File: src/rtl/lca_dmem_responder_pkg.sv
// Shared types for the LCA data-memory responder: FSM states, burst-length width and beat counter.
package lca_mem_pkg;

  localparam int unsigned LEN_W = 3;

  typedef logic [LEN_W-1:0] beat_cnt_t;

  typedef enum logic [2:0] {
    StIdle,
    StWait,
    StRdata,
    StWdata,
    StWresp
  } dmem_state_e;

endpackage

File: src/rtl/lca_dmem_responder_if.sv
// Request / write-data / response channels between the core (master) and the data-memory responder.
interface lca_dmem_responder_if
  import lca_mem_pkg::*;
#(
  parameter int unsigned ADDR_W = 16,
  parameter int unsigned DATA_W = 16
);

  logic              req_valid;
  logic              req_ready;
  logic              req_we;
  logic [ADDR_W-1:0] req_addr;
  beat_cnt_t         req_len;
  logic              wdata_valid;
  logic              wdata_ready;
  logic [DATA_W-1:0] wdata;
  logic              rsp_valid;
  logic              rsp_ready;
  logic [DATA_W-1:0] rsp_rdata;
  logic              rsp_last;
  logic              rsp_err;

  modport master (
    output req_valid, req_we, req_addr, req_len, wdata_valid, wdata, rsp_ready,
    input  req_ready, wdata_ready, rsp_valid, rsp_rdata, rsp_last, rsp_err
  );

  modport slave (
    input  req_valid, req_we, req_addr, req_len, wdata_valid, wdata, rsp_ready,
    output req_ready, wdata_ready, rsp_valid, rsp_rdata, rsp_last, rsp_err
  );

endinterface

File: src/rtl/lca_dmem_responder_array.sv
// DEPTH x DATA_W word storage: combinational read port, synchronous write port, contents not reset.
module lca_dmem_array #(
  parameter int unsigned DEPTH  = 256,
  parameter int unsigned DATA_W = 16,
  parameter int unsigned IDX_W  = 8
) (
  input  logic              i_clk,
  input  logic              i_we,
  input  logic [IDX_W-1:0]  i_waddr,
  input  logic [DATA_W-1:0] i_wdata,
  input  logic [IDX_W-1:0]  i_raddr,
  output logic [DATA_W-1:0] o_rdata
);

  logic [DATA_W-1:0] r_mem [DEPTH];

  always_ff @(posedge i_clk) begin
    if (i_we) begin
      r_mem[i_waddr] <= i_wdata;
    end
  end

  assign o_rdata = r_mem[i_raddr];

endmodule

File: src/rtl/lca_dmem_responder.sv
// LCA data-memory responder: LW/SW and LM/SM bursts with programmable wait states.
// Optional LCA_DMEM_RANGE_CHECK_EN flags addresses >= DEPTH instead of aliasing them.
module lca_dmem_responder
  import lca_mem_pkg::*;
#(
  parameter int unsigned ADDR_W      = 16,
  parameter int unsigned DATA_W      = 16,
  parameter int unsigned DEPTH       = 256,
  parameter int unsigned WAIT_CYCLES = 1
) (
  input logic                i_clk,
  input logic                i_rst_n,
  lca_dmem_responder_if.slave bus
);

  // DEPTH is expected to be a power of two so the low address bits form the index.
  localparam int unsigned IDX_W     = (DEPTH > 1) ? $clog2(DEPTH) : 1;
  localparam int unsigned WCNT_W    = (WAIT_CYCLES > 1) ? $clog2(WAIT_CYCLES) : 1;
  localparam int unsigned WAIT_LAST = (WAIT_CYCLES > 0) ? WAIT_CYCLES - 1 : 0;

  dmem_state_e       r_state, w_state_nxt;
  logic              r_started;
  logic              r_we;
  logic              r_err_acc, w_err_nxt;
  logic [ADDR_W-1:0] r_addr, w_addr_nxt;
  beat_cnt_t         r_len;
  beat_cnt_t         r_cnt, w_cnt_nxt;
  logic [WCNT_W-1:0] r_wcnt, w_wcnt_nxt;
  logic              w_accept;
  logic              w_oob;
  logic              w_mem_we;
  logic [IDX_W-1:0]  w_idx;
  logic [DATA_W-1:0] w_mem_rdata;

`ifdef LCA_DMEM_RANGE_CHECK_EN
  assign w_oob = (32'(r_addr) >= DEPTH);
`else
  assign w_oob = 1'b0;
`endif

  assign w_idx    = r_addr[IDX_W-1:0];
  // r_started keeps req_ready low until the first clock edge after reset release.
  assign w_accept = (r_state == StIdle) && r_started && bus.req_valid;

  lca_dmem_array #(
    .DEPTH  (DEPTH),
    .DATA_W (DATA_W),
    .IDX_W  (IDX_W)
  ) u_array (
    .i_clk   (i_clk),
    .i_we    (w_mem_we),
    .i_waddr (w_idx),
    .i_wdata (bus.wdata),
    .i_raddr (w_idx),
    .o_rdata (w_mem_rdata)
  );

  always_ff @(posedge i_clk or negedge i_rst_n) begin
    if (!i_rst_n) begin
      r_state   <= StIdle;
      r_started <= 1'b0;
      r_we      <= 1'b0;
      r_err_acc <= 1'b0;
      r_addr    <= '0;
      r_len     <= '0;
      r_cnt     <= '0;
      r_wcnt    <= '0;
    end else begin
      r_state   <= w_state_nxt;
      r_started <= 1'b1;
      r_err_acc <= w_err_nxt;
      r_addr    <= w_addr_nxt;
      r_cnt     <= w_cnt_nxt;
      r_wcnt    <= w_wcnt_nxt;
      if (w_accept) begin
        r_we  <= bus.req_we;
        r_len <= bus.req_len;
      end
    end
  end

  always_comb begin
    w_state_nxt     = r_state;
    w_addr_nxt      = r_addr;
    w_cnt_nxt       = r_cnt;
    w_wcnt_nxt      = r_wcnt;
    w_err_nxt       = r_err_acc;
    w_mem_we        = 1'b0;
    bus.req_ready   = 1'b0;
    bus.wdata_ready = 1'b0;
    bus.rsp_valid   = 1'b0;
    bus.rsp_rdata   = '0;
    bus.rsp_last    = 1'b0;
    bus.rsp_err     = 1'b0;
    unique case (r_state)
      StIdle: begin
        bus.req_ready = r_started;
        if (w_accept) begin
          w_addr_nxt = bus.req_addr;
          w_cnt_nxt  = '0;
          w_wcnt_nxt = '0;
          w_err_nxt  = 1'b0;
          if (WAIT_CYCLES == 0) begin
            w_state_nxt = bus.req_we ? StWdata : StRdata;
          end else begin
            w_state_nxt = StWait;
          end
        end
      end
      StWait: begin
        if (r_wcnt == WCNT_W'(WAIT_LAST)) begin
          w_state_nxt = r_we ? StWdata : StRdata;
        end else begin
          w_wcnt_nxt = r_wcnt + 1'b1;
        end
      end
      StRdata: begin
        bus.rsp_valid = 1'b1;
        bus.rsp_rdata = w_oob ? '0 : w_mem_rdata;
        bus.rsp_last  = (r_cnt == r_len);
        bus.rsp_err   = w_oob;
        if (bus.rsp_ready) begin
          w_addr_nxt = r_addr + 1'b1;
          w_cnt_nxt  = r_cnt + 1'b1;
          if (r_cnt == r_len) begin
            w_state_nxt = StIdle;
          end
        end
      end
      StWdata: begin
        bus.wdata_ready = 1'b1;
        if (bus.wdata_valid) begin
          w_mem_we   = !w_oob;
          w_err_nxt  = r_err_acc | w_oob;
          w_addr_nxt = r_addr + 1'b1;
          w_cnt_nxt  = r_cnt + 1'b1;
          if (r_cnt == r_len) begin
            w_state_nxt = StWresp;
          end
        end
      end
      StWresp: begin
        bus.rsp_valid = 1'b1;
        bus.rsp_last  = 1'b1;
        bus.rsp_err   = r_err_acc;
        if (bus.rsp_ready) begin
          w_state_nxt = StIdle;
        end
      end
      default: begin
        w_state_nxt = StIdle;
      end
    endcase
  end

endmodule

File: src/flat_wrapper.sv
// flat-port wrapper written by rule: the top's interface ports become plain ports
module lca_dmem_responder_flat import lca_mem_pkg::*;
#(
  parameter int unsigned ADDR_W      = 16,
  parameter int unsigned DATA_W      = 16,
  parameter int unsigned DEPTH       = 256,
  parameter int unsigned WAIT_CYCLES = 1
)
  (i_clk, i_rst_n, bus_req_valid, bus_req_we, bus_req_addr, bus_req_len, bus_wdata_valid, bus_wdata, bus_rsp_ready, bus_req_ready, bus_wdata_ready, bus_rsp_valid, bus_rsp_rdata, bus_rsp_last, bus_rsp_err);
  lca_dmem_responder_if #(.ADDR_W(ADDR_W), .DATA_W(DATA_W)) bus_i ();
  input logic i_clk;
  input logic i_rst_n;
  input wire logic [$bits(bus_i.req_valid)-1:0] bus_req_valid;
  input wire logic [$bits(bus_i.req_we)-1:0] bus_req_we;
  input wire logic [$bits(bus_i.req_addr)-1:0] bus_req_addr;
  input wire logic [$bits(bus_i.req_len)-1:0] bus_req_len;
  input wire logic [$bits(bus_i.wdata_valid)-1:0] bus_wdata_valid;
  input wire logic [$bits(bus_i.wdata)-1:0] bus_wdata;
  input wire logic [$bits(bus_i.rsp_ready)-1:0] bus_rsp_ready;
  output wire logic [$bits(bus_i.req_ready)-1:0] bus_req_ready;
  output wire logic [$bits(bus_i.wdata_ready)-1:0] bus_wdata_ready;
  output wire logic [$bits(bus_i.rsp_valid)-1:0] bus_rsp_valid;
  output wire logic [$bits(bus_i.rsp_rdata)-1:0] bus_rsp_rdata;
  output wire logic [$bits(bus_i.rsp_last)-1:0] bus_rsp_last;
  output wire logic [$bits(bus_i.rsp_err)-1:0] bus_rsp_err;
  assign bus_i.req_valid = bus_req_valid;
  assign bus_i.req_we = bus_req_we;
  assign bus_i.req_addr = bus_req_addr;
  assign bus_i.req_len = bus_req_len;
  assign bus_i.wdata_valid = bus_wdata_valid;
  assign bus_i.wdata = bus_wdata;
  assign bus_i.rsp_ready = bus_rsp_ready;
  assign bus_req_ready = bus_i.req_ready;
  assign bus_wdata_ready = bus_i.wdata_ready;
  assign bus_rsp_valid = bus_i.rsp_valid;
  assign bus_rsp_rdata = bus_i.rsp_rdata;
  assign bus_rsp_last = bus_i.rsp_last;
  assign bus_rsp_err = bus_i.rsp_err;
  lca_dmem_responder #(.ADDR_W(ADDR_W), .DATA_W(DATA_W), .DEPTH(DEPTH), .WAIT_CYCLES(WAIT_CYCLES)) u_core (.i_clk(i_clk), .i_rst_n(i_rst_n), .bus(bus_i));
endmodule
File: config.mk
export PLATFORM = sky130hd
export DESIGN_NAME = lca_dmem_responder_flat
export DESIGN_NICKNAME = d
export VERILOG_FILES = /design/src/rtl/lca_dmem_responder_pkg.sv /design/src/rtl/lca_dmem_responder_if.sv /design/src/rtl/lca_dmem_responder_array.sv /design/src/rtl/lca_dmem_responder.sv /design/src/flat_wrapper.sv
export SDC_FILE = /design/constraint.sdc
export NUM_CORES = 2
export LEC_CHECK = 0
export CAP_MARGIN = 30
export CORE_ASPECT_RATIO = 1.5
export CORE_MARGIN = 8
export CORE_UTILIZATION = 55
export DETAILED_ROUTE_END_ITERATION = 10
export GPL_TIMING_DRIVEN = 0
export PLACE_DENSITY = 0.71
export SYNTH_ARGS = -nofsm -noshare
export SYNTH_HDL_FRONTEND = slang
export SYNTH_HIERARCHICAL = 1
export SYNTH_SLANG_ARGS = --single-unit
File: constraint.sdc
create_clock -name i_clk -period 5 [get_ports i_clk]
set_input_delay 1 -clock i_clk [delete_from_list [all_inputs] [get_ports i_clk]]
set_output_delay 1 -clock i_clk [all_outputs]
set_load 0.03 [all_outputs]
* After elaboration in Yosys (flattened, before gate mapping)
Memory sizes are Yosys's and may differ from the RTL's.
Index checks and enable logic that the tools add are counted.
W data, S select, Z words.
** Word-level totals
- Logic and storage cells :: 61
- Output and inout bits :: 21
- RAM bits :: 4096
- Register bits :: 28
- Memories :: 1
- Input bits :: 41
** Cells by class
- $add $sub $neg :: 3
- Muxes and demuxes :: 29
- Equal/unequal tests :: 12
- Reduce and logical (&&, ||, !) cells :: 9
** Memories
- u_core.u_array.r_mem :: words 256, bits a word 16, rd ports 1, clocked after Yosys merged registers in 0, write ports 1, line lca_dmem_responder_array.sv:15 : logic [DATA_W-1:0] r_mem [DEPTH];
** Operators by type and width (number)
- $mux W16 :: 4
- $pmux W16 S3 :: 1
- $mux W3 :: 10
- $add A16 B1 Y16 const B :: 1
- $pmux W3 S5 :: 1
- $mux W1 :: 10
- $pmux W3 S3 :: 1
- $ne A2 B2 Y1 const B :: 4
- $reduce_and A7 Y1 :: 1
- $eq A3 B2 Y1 const B :: 2
- $ne A2 B1 Y1 const B :: 3
- $pmux W1 S2 :: 2
- $reduce_and A4 Y1 :: 1
- $add A3 B1 Y3 const B :: 1
- $eq A3 B1 Y1 const B :: 1
- $eq A3 B3 Y1 :: 1
- $eq A3 B3 Y1 const B :: 1
- $logic_not A3 Y1 :: 1
- $reduce_bool A3 Y1 :: 1
- $logic_and A1 B1 Y1 :: 2
- $reduce_and A2 Y1 :: 1
- $reduce_bool A2 Y1 :: 1
- $reduce_or A2 Y1 :: 1
- $add A1 B1 Y1 const B :: 1

* Depth between registers and ports, before layout
- Word-level depth :: 5
- Mapped depth :: 13
- Depth with buffers taken out :: 7

* Cells and area by module
The synthesis kept the hierarchy.
** Modules (own cells, without submodules)
- lca_dmem_array :: cells each 7344, times used 1, seq. area each 122998.0 µm², area an instance 158394.4 µm²
- lca_dmem_responder :: cells each 134, times used 1, seq. area each 475.5 µm², area an instance 1182.4 µm²

* Least setup slack after synthesis
No wires, ideal clock.
- Path type :: register to output
- Start point :: register u_core.r_addr[0]
- End point :: output bus_rsp_rdata[4]
- Cell stages (with the launch flop) :: 10
- Buffers on the path :: 3
- Arrival time :: 2.679 ns
- Required time :: 4.000 ns
- Setup slack :: 1.321 ns
- Path through :: dfrtp_1 > buf_6 > buf_6 > buf_2 > mux4_2 > mux4_2 > a22o_1 > o32ai_2 > nor4_2 > and2_1
** On the way
- Longest elaborated chain between the ends :: 2
** RTL lines
- start, declared :: line lca_dmem_responder.sv:25 : logic [ADDR_W-1:0] r_addr, w_addr_nxt;
- start signal, assigned :: line lca_dmem_responder.sv:72 : r_addr <= w_addr_nxt;
- $mem_v2 Z256 W16
- net u_core.w_mem_rdata[4] :: line lca_dmem_responder.sv:33 : logic [DATA_W-1:0] w_mem_rdata;
- $mux W16 :: line lca_dmem_responder.sv:95 : unique case (r_state)
- end, declared :: line flat_wrapper.sv:23 : output wire logic [$bits(bus_i.rsp_rdata)-1:0] bus_rsp_rdata;
The timed path passes the listed nets, and every way through them passes these cells.

* Final worst setup path
- Start point :: register u_core.r_addr[0]
- End point :: output bus_rsp_rdata[9]
Same word-level chain as after synthesis.

==> flow_metrics.tcl <==
set metrics [dict create \
    cts_hold_buf 0 \
    hold_violations 0 \
    antenna_found_initial 13 \
    violations "DRC, setup timing" \
    setup_slack_ns -0.7837 \
    synth.distinct_cells 62 \
    r2r-end "u_core/u_array/r_mem[104][11]" \
    synth_area_leaders "edfxtp_1, mux4_2, mux2i_1" \
    rsz0062_at_grt "true" \
    ys_seq_area_share_pct 77.38 \
    status "complete, but fails checks" \
    io_pins 62 \
    startpoint_type "flip-flop" \
    synth-main-ff-cell "edfxtp_1" \
    grt_pass1_vias 85010 \
    synth_top_area_share_pct 77.08 \
    worst_slew_pin_slew_ns 1.113 \
    synth.avg_cell_area_um2 21.34 \
    cts.sinks 4115 \
    cap_violations 0 \
    postLayoutCoreUtil_pct 65.41 \
    syn-num-nets 7521 \
    drive_gt1_share_pct 34.61 \
    yosysTopAreaCell "edfxtp_1" \
    whs_path_depth 1 \
    max_slew_margin_pct 25.82 \
    cp.arrival_ns 4.78 \
    critPathMaxFanout 8 \
    netlist_instances 7478 \
    wl_um 522800 \
    detail_route.drc_violations 2 \
    synth_commonest_cells "edfxtp_1, mux4_2, mux2i_1" \
    clockBufferDepth 4 \
    hold-worst-slack_ns 0.2823 \
    finalSetupViolCount 32 \
    vias_per_cell 6.924 \
    place_ws_ns -2.218 \
    routedWlPerCell_um 42.06 \
    min_to "u_core/u_array/r_mem[183][10]" \
    cts_tree "done" \
    core_area_um2 289200 \
    synth-edff-count 4096 \
    dp_hpwl_um 356400 \
    r2r_start "u_core/r_state[2]" \
    hold_class "input pin to flip-flop" \
    fmax_mhz 172.9 \
    grt_usage_pct 33.02 \
    first_pass_iters 11 \
    required_ns 4.00 \
    yosysMostFrequentCell "edfxtp_1" \
    layout.nets 8388 \
    reg2regPathDepth 11 \
    p_leak_nw 60.41 \
    start_util_pct 55.19 \
    ys_ff_latch 4115 \
    place_congestion 1.050 \
    hold_start "bus_wdata[10]" \
    area_delta_synth_final_pct 18.53 \
    h-tree-depth 5 \
    port_buffers 52 \
    maxSlewViolCount 0 \
    synth_area_um2 159600 \
    yosys_warnings 6 \
    p_per_area_nw_per_um2 572.9 \
    die-area_um2 308000 \
    ant_nets 0 \
    insertion_delay_ns 0.94 \
    grt-ovfl-total 0 \
    dieWidth_um 455.8 \
    synthArstFlopShare_pct 0.4617 \
    skew_ns 0.04942 \
    numCtsBuffers 373 \
    ir_worst_vdd_mv 0.3961 \
    die-height_um 675.7 \
    path_class "flip-flop to output port" \
    grt_max_degree 141 \
    end_kind "output port" \
    p_total_mw 108.4 \
    drt_iter0_drc 12100 \
    nFillCells 18210 \
    fp-row-count 242 \
    fin_crit_sh_pct 115.7 \
    vias 86060 \
    clk_pin_slew_ns 0.07 \
    period_minus_slack_ns 5.784 \
    cts_root_buffer "clkbuf_16" \
    grt_pass1_wl_um 697700 \
    ff2ff_setup_slack_ns -0.04 \
]
[cells by family (layout without fill, tap and decap cells)]
family | count (synthesis) | count (layout) | share of synthesized area, %
multiplexers | 1456 | 1456 | 15.45
other | 2 | 16 | 0.004706
adder cells (fa/ha/maj) | 2 | 2 | 0.01568
flip-flops | 4115 | 4115 | 77.38
buffers and inverters | 466 | 1622 | 1.715
AND/OR/NAND/NOR | 616 | 616 | 1.769
XOR/XNOR | 3 | 3 | 0.01647
AO/OA/AOI/OAI | 818 | 818 | 3.650
[routing by layer]
layer	up-vias	part of all wire (%)	GRT usage, %
met3	1636	9.2	6.072
met1	44890	30	36.03
met2	6051	49	54.88
met5	-	0.012	0
met4	8	12	30.50
li1	33480	-	-
[stage by stage]
step	area [um2]	setup TNS, ns	std cells
6_report	189100	-10.81	12430
5_1_grt	189100	-9.822	12420
4_1_cts	187800	-8.930	12370
3_5_place_dp	170700	-185.14	11620
3_3_place_gp	164800	-	11310
2_1_floorplan	159600	0	7478
[power breakdown]
| part | internal, mW | total (mW) | leakage [nW] | switching, mW |
|---|---|---|---|---|
| clock | 15.9 | 28.4 | 5.82 | 12.5 |
| sequential | 38.1 | 38.3 | 37.0 | 0.240 |
| combinational | 16.1 | 41.7 | 17.6 | 25.6 |
| total | 70.0 | 108 | 60.4 | 38.3 |
[cells in the final DEF (no fill, tap or decap), types with 41 or more instances in the layout]
cell type  instances
a21oi_1          141
o22ai_1          108
o221ai_1         107
buf_4            181
nor2_2           249
buf_8            221
mux4_2           797
buf_12            59
clkbuf_4          41
edfxtp_1        4096
clkbuf_16        388
nor2_1            53
clkinv_2          60
buf_6             91
clkbuf_1         131
nand2_1           46
clkinv_1          83
clkbuf_2         110
mux2i_1          561
buf_16           105
mux2_2            92
o221ai_2         134
[layout make-up]
| cell class | instances | area (um2) | share of cell area, % |
|---|---|---|---|
| clock buffers | 446 | 9821 | 5.192 |
| clock inverters | 218 | 2103 | 1.112 |
| multi-input cells | 2897 | 37310 | 19.73 |
| repair buffers | 497 | 7278 | 3.848 |
| diodes | 14 | 35.03 | 0.01852 |
| flip-flops and latches | 4115 | 123500 | 65.29 |
| inverters | 6 | 27.53 | 0.01455 |
| well taps | 3782 | 4732 | 2.502 |
| plain buffers | 455 | 4343 | 2.296 |
[worst max-delay path by stage]
stage,start,to,cells past startpoint
after global routing,u_core/r_addr[0],bus_rsp_rdata[9],16
after detailed placement,u_core/r_addr[2],bus_rsp_rdata[5],10
after global placement,bus_wdata[5],u_core/u_array/r_mem[70][5],1
after floorplan,u_core/r_addr[0],bus_rsp_rdata[4],9
final,u_core/r_addr[0],bus_rsp_rdata[9],16
after CTS,u_core/r_addr[0],bus_rsp_rdata[3],16
[worst max-delay path: stages (launching register included)]
cell and delay, ns:
dfrtp_2 0.37, buf_12 0.14, buf_16 0.22, buf_12 0.18, buf_16 0.18, buf_16 0.21, buf_16 0.20, buf_16 0.18
mux2i_1 0.10, o221ai_2 0.31, o22ai_2 0.14, o21ai_2 0.24, buf_6 0.18, nand4_1 0.23, nor4_4 0.53, and2_4 0.23
buf_6 0.12
[what timing repair did]
action	4_1_cts	5_1_grt
resized for setup	1120	162
pin swaps	160	86
buffers inserted	83	39
endpoints found under the setup margin	16	93
gates cloned	6	5
[sequential cells by signal, indices dropped and copies added, names as in the netlist]
register              cells
u_core/r_we               1
u_core/r_state            3
u_core/u_array/r_mem   4096
u_core/r_cnt              3
u_core/r_addr             8
u_core/r_started          1
u_core/r_len              3
Power figures use the tool's default switching activity.
